--- config.mk ---
export PLATFORM = sky130hd
export DESIGN_NAME = gpio_cnf_bank_flat
export DESIGN_NICKNAME = d
export VERILOG_FILES = /design/src/rtl/gpio_cnf_pkg.sv /design/src/rtl/gpio_cnf_bank_if.sv /design/src/rtl/gpio_cnf_channel.sv /design/src/rtl/gpio_cnf_bank.sv /design/src/flat_wrapper.sv
export SDC_FILE = /design/constraint.sdc
export NUM_CORES = 1
export LEC_CHECK = 0
export ABC_AREA = 1
export CORE_MARGIN = 2
export CORE_UTILIZATION = 35
export CTS_CLUSTER_DIAMETER = 100
export DETAILED_ROUTE_END_ITERATION = 6
export PLACE_DENSITY = 0.63
export SETUP_SLACK_MARGIN = 0.15
export SLEW_MARGIN = 20
export SYNTH_ARGS = -nofsm -noshare
export SYNTH_HDL_FRONTEND = slang
export SYNTH_HIERARCHICAL = 1
export SYNTH_SLANG_ARGS = --single-unit
--- constraint.sdc ---
create_clock -name clk -period 2.2 [get_ports clk]
set_input_delay 0.55 -clock clk [delete_from_list [all_inputs] [get_ports clk]]
set_output_delay 0.55 -clock clk [all_outputs]
set_load 0.005 [all_outputs]
--- src/rtl/gpio_cnf_pkg.sv ---
// Shared codes and bit positions for the GPIO configuration/status register bank.
package gpio_cnf_pkg;

  typedef enum logic {
    SEL_CNF    = 1'b0,
    SEL_STATUS = 1'b1
  } sel_e;

  // CNF word bits
  localparam int IE_BIT    = 0;
  localparam int ND_BIT    = 1;
  // STATUS word bits
  localparam int ST_ND_BIT = 0;
  localparam int OVR_BIT   = 1;
  localparam int CNT_LSB   = 2;

endpackage

--- src/rtl/gpio_cnf_bank_if.sv ---
// Register bus between the peripheral decoder (master) and the GPIO bank (slave).
interface gpio_cnf_bank_if #(
  parameter int ADDR_W = 3,
  parameter int SIZE   = 32
);

  logic              wr;
  logic              rd;
  logic [ADDR_W-1:0] addr;
  logic [SIZE-1:0]   wdata;
  logic [SIZE-1:0]   rdata;
  logic              rvalid;
  logic              addr_err;

  modport master (
    output wr, rd, addr, wdata,
    input  rdata, rvalid, addr_err
  );

  modport slave (
    input  wr, rd, addr, wdata,
    output rdata, rvalid, addr_err
  );

endinterface

--- src/rtl/gpio_cnf_channel.sv ---
// One GPIO channel: CNF word with sticky NEWDATA, overrun flag, saturating event counter, irq.
module gpio_cnf_channel
  import gpio_cnf_pkg::*;
#(
  parameter int SIZE  = 32,
  parameter int CNT_W = 8
) (
  input  logic            clk,
  input  logic            rst,
  input  logic            wr_cnf,
  input  logic            rd_status,
  input  logic            new_data,
  input  logic [SIZE-1:0] wdata,
  output logic [SIZE-1:0] cnf,
  output logic [SIZE-1:0] status,
  output logic            irq
);

  localparam logic [CNT_W-1:0] CNT_MAX = '1;

  logic             ie_reg, ie_next;
  logic             nd_reg, nd_next;
  logic             ovr_reg, ovr_next;
  logic [SIZE-1:2]  hi_reg, hi_next;
  logic [CNT_W-1:0] cnt_reg, cnt_next;

  // Hardware event is evaluated last so it wins over both W1C and read-clear.
  always_comb begin
    ie_next  = ie_reg;
    hi_next  = hi_reg;
    nd_next  = nd_reg;
    ovr_next = ovr_reg;
    cnt_next = cnt_reg;
    if (wr_cnf) begin
      ie_next = wdata[IE_BIT];
      hi_next = wdata[SIZE-1:2];
      if (wdata[ND_BIT]) nd_next = 1'b0;
    end
    if (rd_status) begin
      ovr_next = 1'b0;
      cnt_next = '0;
    end
    if (new_data) begin
      nd_next = 1'b1;
      if (nd_reg) ovr_next = 1'b1;
      if (cnt_next != CNT_MAX) cnt_next = cnt_next + CNT_W'(1);
    end
  end

  always_ff @(posedge clk) begin
    if (!rst) begin
      ie_reg  <= 1'b0;
      hi_reg  <= '0;
      nd_reg  <= 1'b0;
      ovr_reg <= 1'b0;
      cnt_reg <= '0;
    end else begin
      ie_reg  <= ie_next;
      hi_reg  <= hi_next;
      nd_reg  <= nd_next;
      ovr_reg <= ovr_next;
      cnt_reg <= cnt_next;
    end
  end

  assign cnf = {hi_reg, nd_reg, ie_reg};
  assign irq = ie_reg & nd_reg;

  always_comb begin
    status                     = '0;
    status[ST_ND_BIT]          = nd_reg;
    status[OVR_BIT]            = ovr_reg;
    status[CNT_LSB +: CNT_W]   = cnt_reg;
  end

endmodule

--- src/rtl/gpio_cnf_bank.sv ---
// Bank of NUM_CH GPIO channels: address decode, registered read mux and error pulse.
module gpio_cnf_bank
  import gpio_cnf_pkg::*;
#(
  parameter int NUM_CH = 4,
  parameter int SIZE   = 32,
  parameter int CNT_W  = 8
) (
  input  logic                   clk,
  input  logic                   rst,
  gpio_cnf_bank_if.slave         bus,
  input  logic [NUM_CH-1:0]      new_data,
  output logic [NUM_CH-1:0]      irq,
  output logic                   irq_any,
  output logic [NUM_CH*SIZE-1:0] cnf_out
);

  localparam int ADDR_W = $clog2(NUM_CH) + 1;

  logic [ADDR_W-1:0] ch_idx;
  sel_e              sel;
  logic              ch_ok;
  logic              acc_err;
  logic [SIZE-1:0]   cnf_w    [NUM_CH];
  logic [SIZE-1:0]   status_w [NUM_CH];
  logic [SIZE-1:0]   rdata_reg, rdata_next;
  logic              rvalid_reg;
  logic              addr_err_reg;

  assign ch_idx = bus.addr >> 1;
  assign sel    = sel_e'(bus.addr[0]);
  assign ch_ok  = (ch_idx < ADDR_W'(NUM_CH));
  // A flagged access is dropped entirely, including a read's side effects.
  assign acc_err = (bus.rd | bus.wr) & (~ch_ok | (bus.wr & (sel == SEL_STATUS)));

  for (genvar gi = 0; gi < NUM_CH; gi++) begin : g_ch
    logic hit;
    assign hit = ~acc_err & (ch_idx == ADDR_W'(gi));

    gpio_cnf_channel #(
      .SIZE  (SIZE),
      .CNT_W (CNT_W)
    ) u_ch (
      .clk       (clk),
      .rst       (rst),
      .wr_cnf    (hit & bus.wr & (sel == SEL_CNF)),
      .rd_status (hit & bus.rd & (sel == SEL_STATUS)),
      .new_data  (new_data[gi]),
      .wdata     (bus.wdata),
      .cnf       (cnf_w[gi]),
      .status    (status_w[gi]),
      .irq       (irq[gi])
    );

    assign cnf_out[gi*SIZE +: SIZE] = cnf_w[gi];
  end

  always_comb begin
    rdata_next = '0;
    for (int i = 0; i < NUM_CH; i++) begin
      if (!acc_err && ch_idx == ADDR_W'(i)) begin
        rdata_next = (sel == SEL_STATUS) ? status_w[i] : cnf_w[i];
      end
    end
  end

  always_ff @(posedge clk) begin
    if (!rst) begin
      rdata_reg    <= '0;
      rvalid_reg   <= 1'b0;
      addr_err_reg <= 1'b0;
    end else begin
      rvalid_reg   <= bus.rd;
      addr_err_reg <= acc_err;
      if (bus.rd) rdata_reg <= rdata_next;
    end
  end

  assign bus.rdata    = rdata_reg;
  assign bus.rvalid   = rvalid_reg;
  assign bus.addr_err = addr_err_reg;
  assign irq_any      = |irq;

endmodule
--- src/flat_wrapper.sv ---
// flat-port wrapper written by rule: the top's interface ports become plain ports
module gpio_cnf_bank_flat import gpio_cnf_pkg::*;
#(
  parameter int NUM_CH = 4,
  parameter int SIZE   = 32,
  parameter int CNT_W  = 8
)
  (clk, rst, new_data, irq, irq_any, cnf_out, bus_wr, bus_rd, bus_addr, bus_wdata, bus_rdata, bus_rvalid, bus_addr_err);
  gpio_cnf_bank_if #(.SIZE(SIZE)) bus_i ();
  input  logic clk;
  input  logic rst;
  input  logic [NUM_CH-1:0] new_data;
  output logic [NUM_CH-1:0] irq;
  output logic irq_any;
  output logic [NUM_CH*SIZE-1:0] cnf_out;
  input wire logic [$bits(bus_i.wr)-1:0] bus_wr;
  input wire logic [$bits(bus_i.rd)-1:0] bus_rd;
  input wire logic [$bits(bus_i.addr)-1:0] bus_addr;
  input wire logic [$bits(bus_i.wdata)-1:0] bus_wdata;
  output wire logic [$bits(bus_i.rdata)-1:0] bus_rdata;
  output wire logic [$bits(bus_i.rvalid)-1:0] bus_rvalid;
  output wire logic [$bits(bus_i.addr_err)-1:0] bus_addr_err;
  assign bus_i.wr = bus_wr;
  assign bus_i.rd = bus_rd;
  assign bus_i.addr = bus_addr;
  assign bus_i.wdata = bus_wdata;
  assign bus_rdata = bus_i.rdata;
  assign bus_rvalid = bus_i.rvalid;
  assign bus_addr_err = bus_i.addr_err;
  gpio_cnf_bank #(.NUM_CH(NUM_CH), .SIZE(SIZE), .CNT_W(CNT_W)) u_core (.clk(clk), .rst(rst), .bus(bus_i), .new_data(new_data), .irq(irq), .irq_any(irq_any), .cnf_out(cnf_out));
endmodule
==> summary.txt <==
Status: complete, no violations
Post-route minimum period: 2.08 ns
N_diodes: 0
Share of post-route cells with drive strength above 1: 8.23%
Crit path from: u_core/g_ch[3].u_ch/nd_reg$_SDFFE_PN0P_
H-tree depth: 4
Most common cell after layout, fill and taps aside: nand2_1
Hold Violations, Final: 0
Finished Core Util: 45.3%
Pwr Total: 0.00858 W
Setup TNS: 0 ns
Dpl ws: -0.293 ns
Seq/Total Area, Yosys: 36.2%
Port Buf Inserts: 209
Wirelength per Cell: 16.2 µm
Gr ovfl total: 0
Largest register FFs: 120
Maximum clock rate: 0.482 GHz
Num CTS Buffers: 17
Worst Setup Path Type: reg2out
Post-synth cell types: 25
Clock slew at reported path FFs: 0.08 ns
Hold Crit Start: rst
Gpl congestion: 0.898
Root Buffer: clkbuf_16
Antenna violations before repair: 0
Final ANT Viol Nets: 0
Total Routing Usage GR: 22.9%
Critical Path Max Stage Delay: 0.46 ns
Clock sink count: 198
Most frequent cells in the layout: 556 x nand2_1, 372 x nor2_1, 201 x clkdlybuf4s50_1
Worst EP arrival: 1.53 ns
CP endpoint kind: output pin
I/O pin cnt: 210
Core ar.: 30700 µm²
Clock Skew: 0.0111 ns
Hold crit path type: in2reg
Pin count of the biggest net entering global routing: 103
Area of the multi-input gates: 5820 µm²
Final non-filler cell total: 2340
Pwr Density: 617 nW/µm²
Vias in the first global route: 10067
Register area: 3980 µm²
Endpoints failing setup: 0
Detailed-route via count: 11182
Number of warnings issued by yosys: 6
Worst r2r src: u_core/g_ch[3].u_ch/cnt_reg[1]$_SDFF_PN0_
Crit path max fanout: 2
DR iter-0 viols: 1092
Total wire length: 38000 µm
Startpoint types: flop
Yosys reg bits: 198
First-pass GRT wire length: 58800 µm
Max-slew violations: 0
Die area: 32700 µm²
Avg Inst Size Synth: 6.25 µm²
Layout area overhead: 27.0%
Initial core utilization: 35.7%
DRC viols: 0
Setup WS post-layout: 0.123 ns
Period utilization: 94.4%
CTS tree: built
Slew HR: 46.3%
Slowest-stage cell, CP: or4_1
Max Cap Viol: 0
Worst-skew pair later-pin latency: 0.44 ns
Post-Synthesis Cells: 1751
Peak VDD IR: 0.578 mV
Number of vias per cell: 4.78
Leak pwr: 6.35 nW
WP data required: 1.65 ns
HPWL Detailed: 27400 µm
Unrepaired setup endpoints after global routing: true
FILL cells: 3159
Die Ht: 181 µm
Final Net Count: 1974
Detailed Routing Iterations Pass 1: 5
DP Cell Count: 2305
DIE WIDTH: 181 µm
Worst-margin pin slew: 0.805 ns
Clock Tree Buf Depth: 2
Mapped cell area: 11000 µm²
Cells along the critical path: nand2_4 > inv_2 > or4_1 > buf_2
FP Rows: 64
per-layer routing:
| layer | wire, µm | track usage (%) | share of wire [%] |
|---|---|---|---|
| met1 | 18300 | 33.6 | 48 |
| met3 | 3300 | 6.35 | 8.7 |
| met4 | 541 | 5.26 | 1.4 |
| met5 | 0 | 0 | 0 |
| met2 | 15900 | 32.8 | 42 |
cell families after synthesis:
| kind of cell | synth area share (%) |
|---|---|
| buffers and inverters | 13.9 |
| DFF | 36.2 |
| AOI/OAI and AO/OA | 10.2 |
| other | 0.137 |
| and+or+nand+nor | 39.5 |
critical path: cells and delay by family (launching register included):
family	cells	cell delay, ns
simple gates	2	0.56
buf+inv	2	0.18
flops	1	0.34
synthesized netlist by cell type:
cell	number	area share (%)
dfxtp_1	198	36
o21ai_0	159	7.3
clkbuf_1	43	1.5
nor2_1	380	13
nand2_2	5	0.29
a21boi_1	8	0.55
nand3_2	4	0.37
nor2_4	1	0.10
nand3_1	84	3.8
conb_1	4	0.14
o21ai_1	6	0.27
and2_1	4	0.23
inv_2	6	0.21
a21oi_1	47	2.1
inv_1	56	1.9
nor2_2	10	0.57
nor2_8	4	0.73
nand2_1	561	19
nand3_4	4	0.64
inv_4	5	0.29
buf_2	26	1.2
buf_4	124	8.5
buf_6	3	0.31
nand4_1	8	0.46
or4_1	1	0.069
area by class of cell:
class,instances,share of cell area (%)
flip-flops and latches,198,28.6
well taps,396,3.56
clock inverters,13,1.15
multi-input cells,1374,41.9
repair buffers,273,19.7
clock buffers,19,3.18
inverters,67,1.92
what timing repair did:
action | 4_1_cts | 5_1_grt
setup buffers | 2 | 1
hold buffers | 0 | 0
resized for setup | 14 | 16
pin swaps | 1 | 2
setup endpoints to repair | 4 | 93
power breakdown:
part           internal [W]  switching [W]  total (W)
Sequential          0.00375       0.000153    0.00390
Clock               0.00175        0.00154    0.00329
Combinational      0.000612       0.000777    0.00139
Total               0.00611        0.00247    0.00858
stage by stage:
step | hold WS [ns] | area (µm²)
after floorplan | 0.441 | 11300
after CTS | 0.438 | 13900
after global routing | 0.447 | 13900
final | 0.447 | 13900
after detailed placement | 0.453 | 13200
after global placement | 0.450 | 13200
path summary, 6_finish.rpt:
| path | end | slack (ns) | cells past startpoint |
|---|---|---|---|
| setup / recovery | irq_any | 0.12 | 4 |
| setup reg to reg | u_core/g_ch[3].u_ch/cnt_reg[1]$_SDFF_PN0_ | 0.99 | 5 |
| hold reg to reg | u_core/g_ch[1].u_ch/ovr_reg$_SDFF_PN0_ | 0.46 | 2 |
| hold / removal | u_core/bus.rdata[28]$_SDFFE_PN0P_ | 0.45 | 3 |
(Power assumes the default switching activity.)
